**src/rtl/wb_regfile.sv**
```systemverilog
// Writeback stage: selects the writeback value, commits it to the 8x16 register file and serves two bypassed read ports.
// Optional retired-write counter is enabled by defining WB_RETIRE_COUNT_EN.
module wb_regfile #(
    parameter int DATA_W = 16,
    parameter int NREG   = 8,
    parameter int ADDR_W = 3
) (
    input  logic              clk,
    input  logic              rst,
    input  logic [1:0]        m3_in,
    input  logic              reg_write_in,
    input  logic [ADDR_W-1:0] wr_add_in,
    input  logic [DATA_W-1:0] alu_res_in,
    input  logic [DATA_W-1:0] mem_rd_data_in,
    input  logic [DATA_W-1:0] shift_in,
    input  logic [DATA_W-1:0] pc_p1_in,
    input  logic              mem_rd_in,
    input  logic [ADDR_W-1:0] rd_add_a,
    input  logic [ADDR_W-1:0] rd_add_b,
    output logic [DATA_W-1:0] rd_data_a,
    output logic [DATA_W-1:0] rd_data_b,
    output logic [DATA_W-1:0] wb_data,
    output logic              wb_valid,
    output logic              pc_redirect,
    output logic [DATA_W-1:0] pc_target,
    output logic              z_ld_out,
    output logic [15:0]       retire_cnt
);

    typedef enum logic [1:0] {
        SEL_ALU   = 2'b00,
        SEL_MEM   = 2'b01,
        SEL_SHIFT = 2'b10,
        SEL_PC_P1 = 2'b11
    } wb_sel_e;

    localparam logic [ADDR_W-1:0] PC_REG = ADDR_W'(NREG - 1);

    logic [DATA_W-1:0] regfile_q [NREG];
    logic              z_ld_q;
    logic              z_ld_d;

    always_comb begin
        wb_data = alu_res_in;
        case (wb_sel_e'(m3_in))
            SEL_ALU:   wb_data = alu_res_in;
            SEL_MEM:   wb_data = mem_rd_data_in;
            SEL_SHIFT: wb_data = shift_in;
            SEL_PC_P1: wb_data = pc_p1_in;
            default:   wb_data = alu_res_in;
        endcase
    end

    assign wb_valid    = reg_write_in;
    assign pc_redirect = reg_write_in & ~rst & (wr_add_in == PC_REG);
    assign pc_target   = wb_data;

    // Write-through: a reader of the register being written sees the new value in the same cycle.
    always_comb begin
        rd_data_a = regfile_q[rd_add_a];
        rd_data_b = regfile_q[rd_add_b];
        if (reg_write_in && (rd_add_a == wr_add_in)) rd_data_a = wb_data;
        if (reg_write_in && (rd_add_b == wr_add_in)) rd_data_b = wb_data;
    end

    // NOTE: the architectural registers must read zero after reset, so this storage is reset
    // explicitly; that keeps it in flops rather than a RAM macro, which is fine at 8x16.
    always_ff @(posedge clk) begin
        if (rst) begin
            for (int i = 0; i < NREG; i++) regfile_q[i] <= '0;
        end else if (reg_write_in) begin
            regfile_q[wr_add_in] <= wb_data;
        end
    end

    // Load-zero flag only tracks loads that actually retire a register write.
    always_comb begin
        z_ld_d = z_ld_q;
        if (mem_rd_in && reg_write_in) z_ld_d = (mem_rd_data_in == '0);
    end

    always_ff @(posedge clk) begin
        if (rst) z_ld_q <= 1'b0;
        else     z_ld_q <= z_ld_d;
    end

    assign z_ld_out = z_ld_q;

`ifdef WB_RETIRE_COUNT_EN
    logic [15:0] retire_cnt_q;
    logic [15:0] retire_cnt_d;

    // Saturating count of committed writes; it sticks at all-ones instead of wrapping.
    always_comb begin
        retire_cnt_d = retire_cnt_q;
        if (reg_write_in && (retire_cnt_q != 16'hFFFF)) retire_cnt_d = retire_cnt_q + 16'd1;
    end

    always_ff @(posedge clk) begin
        if (rst) retire_cnt_q <= 16'h0000;
        else     retire_cnt_q <= retire_cnt_d;
    end

    assign retire_cnt = retire_cnt_q;
`else
    assign retire_cnt = 16'h0000;
`endif

endmodule

```
**config.mk**
```make
export PLATFORM = sky130hd
export DESIGN_NAME = wb_regfile
export DESIGN_NICKNAME = d
export VERILOG_FILES = /design/src/rtl/wb_regfile.sv
export SDC_FILE = /design/constraint.sdc
export NUM_CORES = 1
export LEC_CHECK = 0
export CORE_MARGIN = 8
export CORE_UTILIZATION = 46
export DETAILED_ROUTE_END_ITERATION = 8
export DONT_BUFFER_PORTS = 1
export HOLD_SLACK_MARGIN = 0.08
export PLACE_DENSITY_LB_ADDON = 0.05
export SLEW_MARGIN = 20
export SYNTH_ARGS = -nofsm -noshare
export SYNTH_HDL_FRONTEND = slang
export SYNTH_SLANG_ARGS = --single-unit
```
**constraint.sdc**
```tcl
create_clock -name clk -period 3.7 [get_ports clk]
set_input_delay 1.11 -clock clk [delete_from_list [all_inputs] [get_ports clk]]
set_output_delay 1.11 -clock clk [all_outputs]
set_load 0.02 [all_outputs]
```
==> key figures <==
Yosys
  • Mean area per synthesized cell: 13.7 µm²
  • Cell count after synthesis: 595
  • Synth unique cells: 31
  • Dominant cell type by area after synthesis: edfxtp_1
  • Synth Register Bits: 129
  • Yosys warns: 0
  • Synth top area share: 47.2%
  • Main synth FF type: edfxtp_1
  • Number of synthesized flops with an enable pin: 128
  • Register area share after synthesis: 47.4%
  • Cell Area, Synth: 8150 µm²
  • Top area cells in the synthesized netlist: edfxtp_1, mux4_1, mux2i_1, nor2_1, buf_4
  • Synth async-reset ratio: 0%

Route
  • Final wirelength: 22.2 mm
  • Total iterations of the first detailed-routing run: 5
  • # DRC: 0
  • ANT nets after route: 0
  • WL/cell: 25.9 µm
  • Vias/cell: 5.82
  • Vias: 4990
  • First DRT Iteration DRCs: 404

Global route
  • Met2 GRT Util: 34.7%
  • Met3 GRT Util: 4.25%
  • Largest net degree at the start of global routing: 34
  • Vias in the first global route: 5140
  • GRT overflow: 0
  • M1 GR Usage: 24.3%
  • Gr usage total: 19.9%
  • First-pass GRT wire length: 32.3 mm
  • Initial antenna violation count: 0
  • Layer with the highest usage: met2

Clocking
  • Clock slew at reported path FFs: 0.05 ns
  • Clk sinks: 129
  • Setup Fix Bufs, Post-CTS: 0
  • Worst-skew pair later-pin latency: 0.41 ns
  • Hold_buf cts: 0
  • Root buf cell: clkbuf_16
  • CTS tree: done
  • Max clock buf depth: 2
  • CTS resizes: 0
  • # H-tree levels: 4
  • CTS Buf Count: 17

Place
  • DP HPWL: 14.8 mm
  • # port buffers: 0
  • GP Congestion: 0.805

Cells and area
  • Antenna diodes: 0
  • Layout Utilization: 52.1%
  • Share of layout cells above drive strength 1: 21.4%
  • Nets: 701
  • Area Overhead vs Synth: 10.6%

Flow run
  • # Max-Cap Violations: 0

Worst setup path
  • Max incr delay on CP: 0.52 ns
  • Crit. Startpoint: m3_in[0]
  • Critical path buffer and inverter count: 1
  • CP Capture Type: output pin
  • Setup CP Type: input port to output pin
  • Worst path slowest cell: o21ai_0
  • Crit path launch type: input port
  • Crit path DAT: 2.35 ns
  • Worst reg2reg path startpoint: z_ld_out
  • Peak fanout along the critical path: 32
  • Critical path, cell by cell: mux2_2 -> o21ai_0 -> mux2i_1 -> buf_4
  • Critical Path RT: 2.59 ns
  • Delay-heaviest family, CP: compound AO/OA/AOI/OAI gates

Floorplanning
  • Die area: 22200 µm²
  • Core area: 17300 µm²
  • I/O pin count: 162
  • Initial Util: 47.1%
  • Die Ht: 149 µm
  • Die Wd: 149 µm
  • Standard-cell rows: 48

Hold path
  • Hold_sp: z_ld_out
  • Worst hold path type: flop to flop

Timing
  • Post-route setup TNS: 0 ns
  • Slew Viols, Final: 0
  • Min Tclk post-route: 3.46 ns
  • RSZ-0062 raised after global routing: no
  • # setup viols final: 0
  • Final Cycle Share: 93.6%
  • Fmax: 289 MHz
  • Final Hold Fails: 0
  • Clock skew: 0 ns
  • Slew @ Worst Pin: 0.652 ns
  • Max transition margin: 56.1%

Power
  • Maximum vdd ir drop: 290 µV
  • PD cells: 445 nW/µm²
  • Leakage: 0.00382 µW

Run status
  • Outcome: completed
==> state kept, by name, summed over array words and instances, names as in the netlist <==
name and flops:
regfile_q 128, z_ld_out 1
==> routing by layer <==
| layer | vias up | share of wire, % |
|---|---|---|
| met4 | 0 | 1.6 |
| met3 | 27 | 7.4 |
| met5 | - | 0 |
| met1 | 2481 | 41 |
| met2 | 240 | 50 |
| li1 | 2242 | - |
==> final timing paths <==
path                       end  cells after the start  slack, ns
setup / recovery  rd_data_a[9]                      4       0.24
hold / removal        z_ld_out                      3       0.67
setup reg to reg      z_ld_out                      3       2.92
hold reg to reg       z_ld_out                      3       0.67
==> cell usage in the layout (no fill, tap or decap), types with 2 or more instances in the layout <==
master     instances
nor2_1           129
edfxtp_1         128
buf_4             81
mux2i_1           80
mux4_1            58
nand2_1           21
inv_1             17
clkbuf_16         17
conb_1            16
o21ai_1           11
mux2_2            11
nand2b_1           8
o21ai_0            6
mux4_2             6
xnor2_1            6
clkinv_1           5
mux2_4             4
nor4_1             4
clkinv_2           4
nor2b_1            3
nand2_2            3
nand4_4            2
nand3_2            2
bufinv_16          2
buf_12             2
==> cells by family after synthesis <==
logic type             count (synthesis)  share of synthesized area (%)
AND/OR/NAND/NOR                      175                           9.47
multiplexers                         160                           32.6
flip-flops                           129                           47.4
buffers and inverters                107                           8.80
AO/OA/AOI/OAI                         17                           1.04
XOR/XNOR                               6                          0.645
other                                  1                         0.0460
==> tightest hold or removal path, delay by kind of cell, from the launching register on <==
family / cells / cell delay (ns)
compound gates: 1 / 0.06
simple gates: 2 / 0.20
flops: 1 / 0.37
==> final cells by class <==
class	count	area, µm²
fill	1501	8290
sequential	129	3860
multi-input combinational	374	3620
timing repair buffer	83	648
clock buffer	18	429
tap	225	282
clock inverter	11	98.8
inverter	17	63.8
==> Yosys cell counts, types with 5 or more instances <==
cell type	n
mux4_1	58
mux2_2	11
mux2i_1	80
o21ai_0	6
o21ai_1	11
clkbuf_1	5
nand2_1	21
buf_2	31
buf_6	10
buf_4	39
edfxtp_1	128
nor2_1	129
nand2b_1	8
inv_1	17
mux4_2	6
xnor2_1	6
==> report_power, final <==
part,total (µW),internal [µW],switching (µW)
clock network,1530,960,571
registers,1740,1700,39.7
logic,739,335,404
==> per-stage QoR <==
step | cell area [µm²] | setup WS, ns | instances | hold WS, ns | total power, µW
3_5_place_dp | 8480 | 0.264 | 828 | 0.661 | 2520
2_1_floorplan | 8210 | 0.283 | 610 | 0.641 | 2340
3_3_place_gp | 8480 | 0.278 | 828 | 0.663 | 2510
6_report | 9010 | 0.235 | 857 | 0.674 | 4010
4_1_cts | 9010 | 0.249 | 857 | 0.674 | 4040
5_1_grt | 9010 | 0.117 | 857 | 0.737 | 4150
No activity file was read; power rests on OpenSTA's default activity.
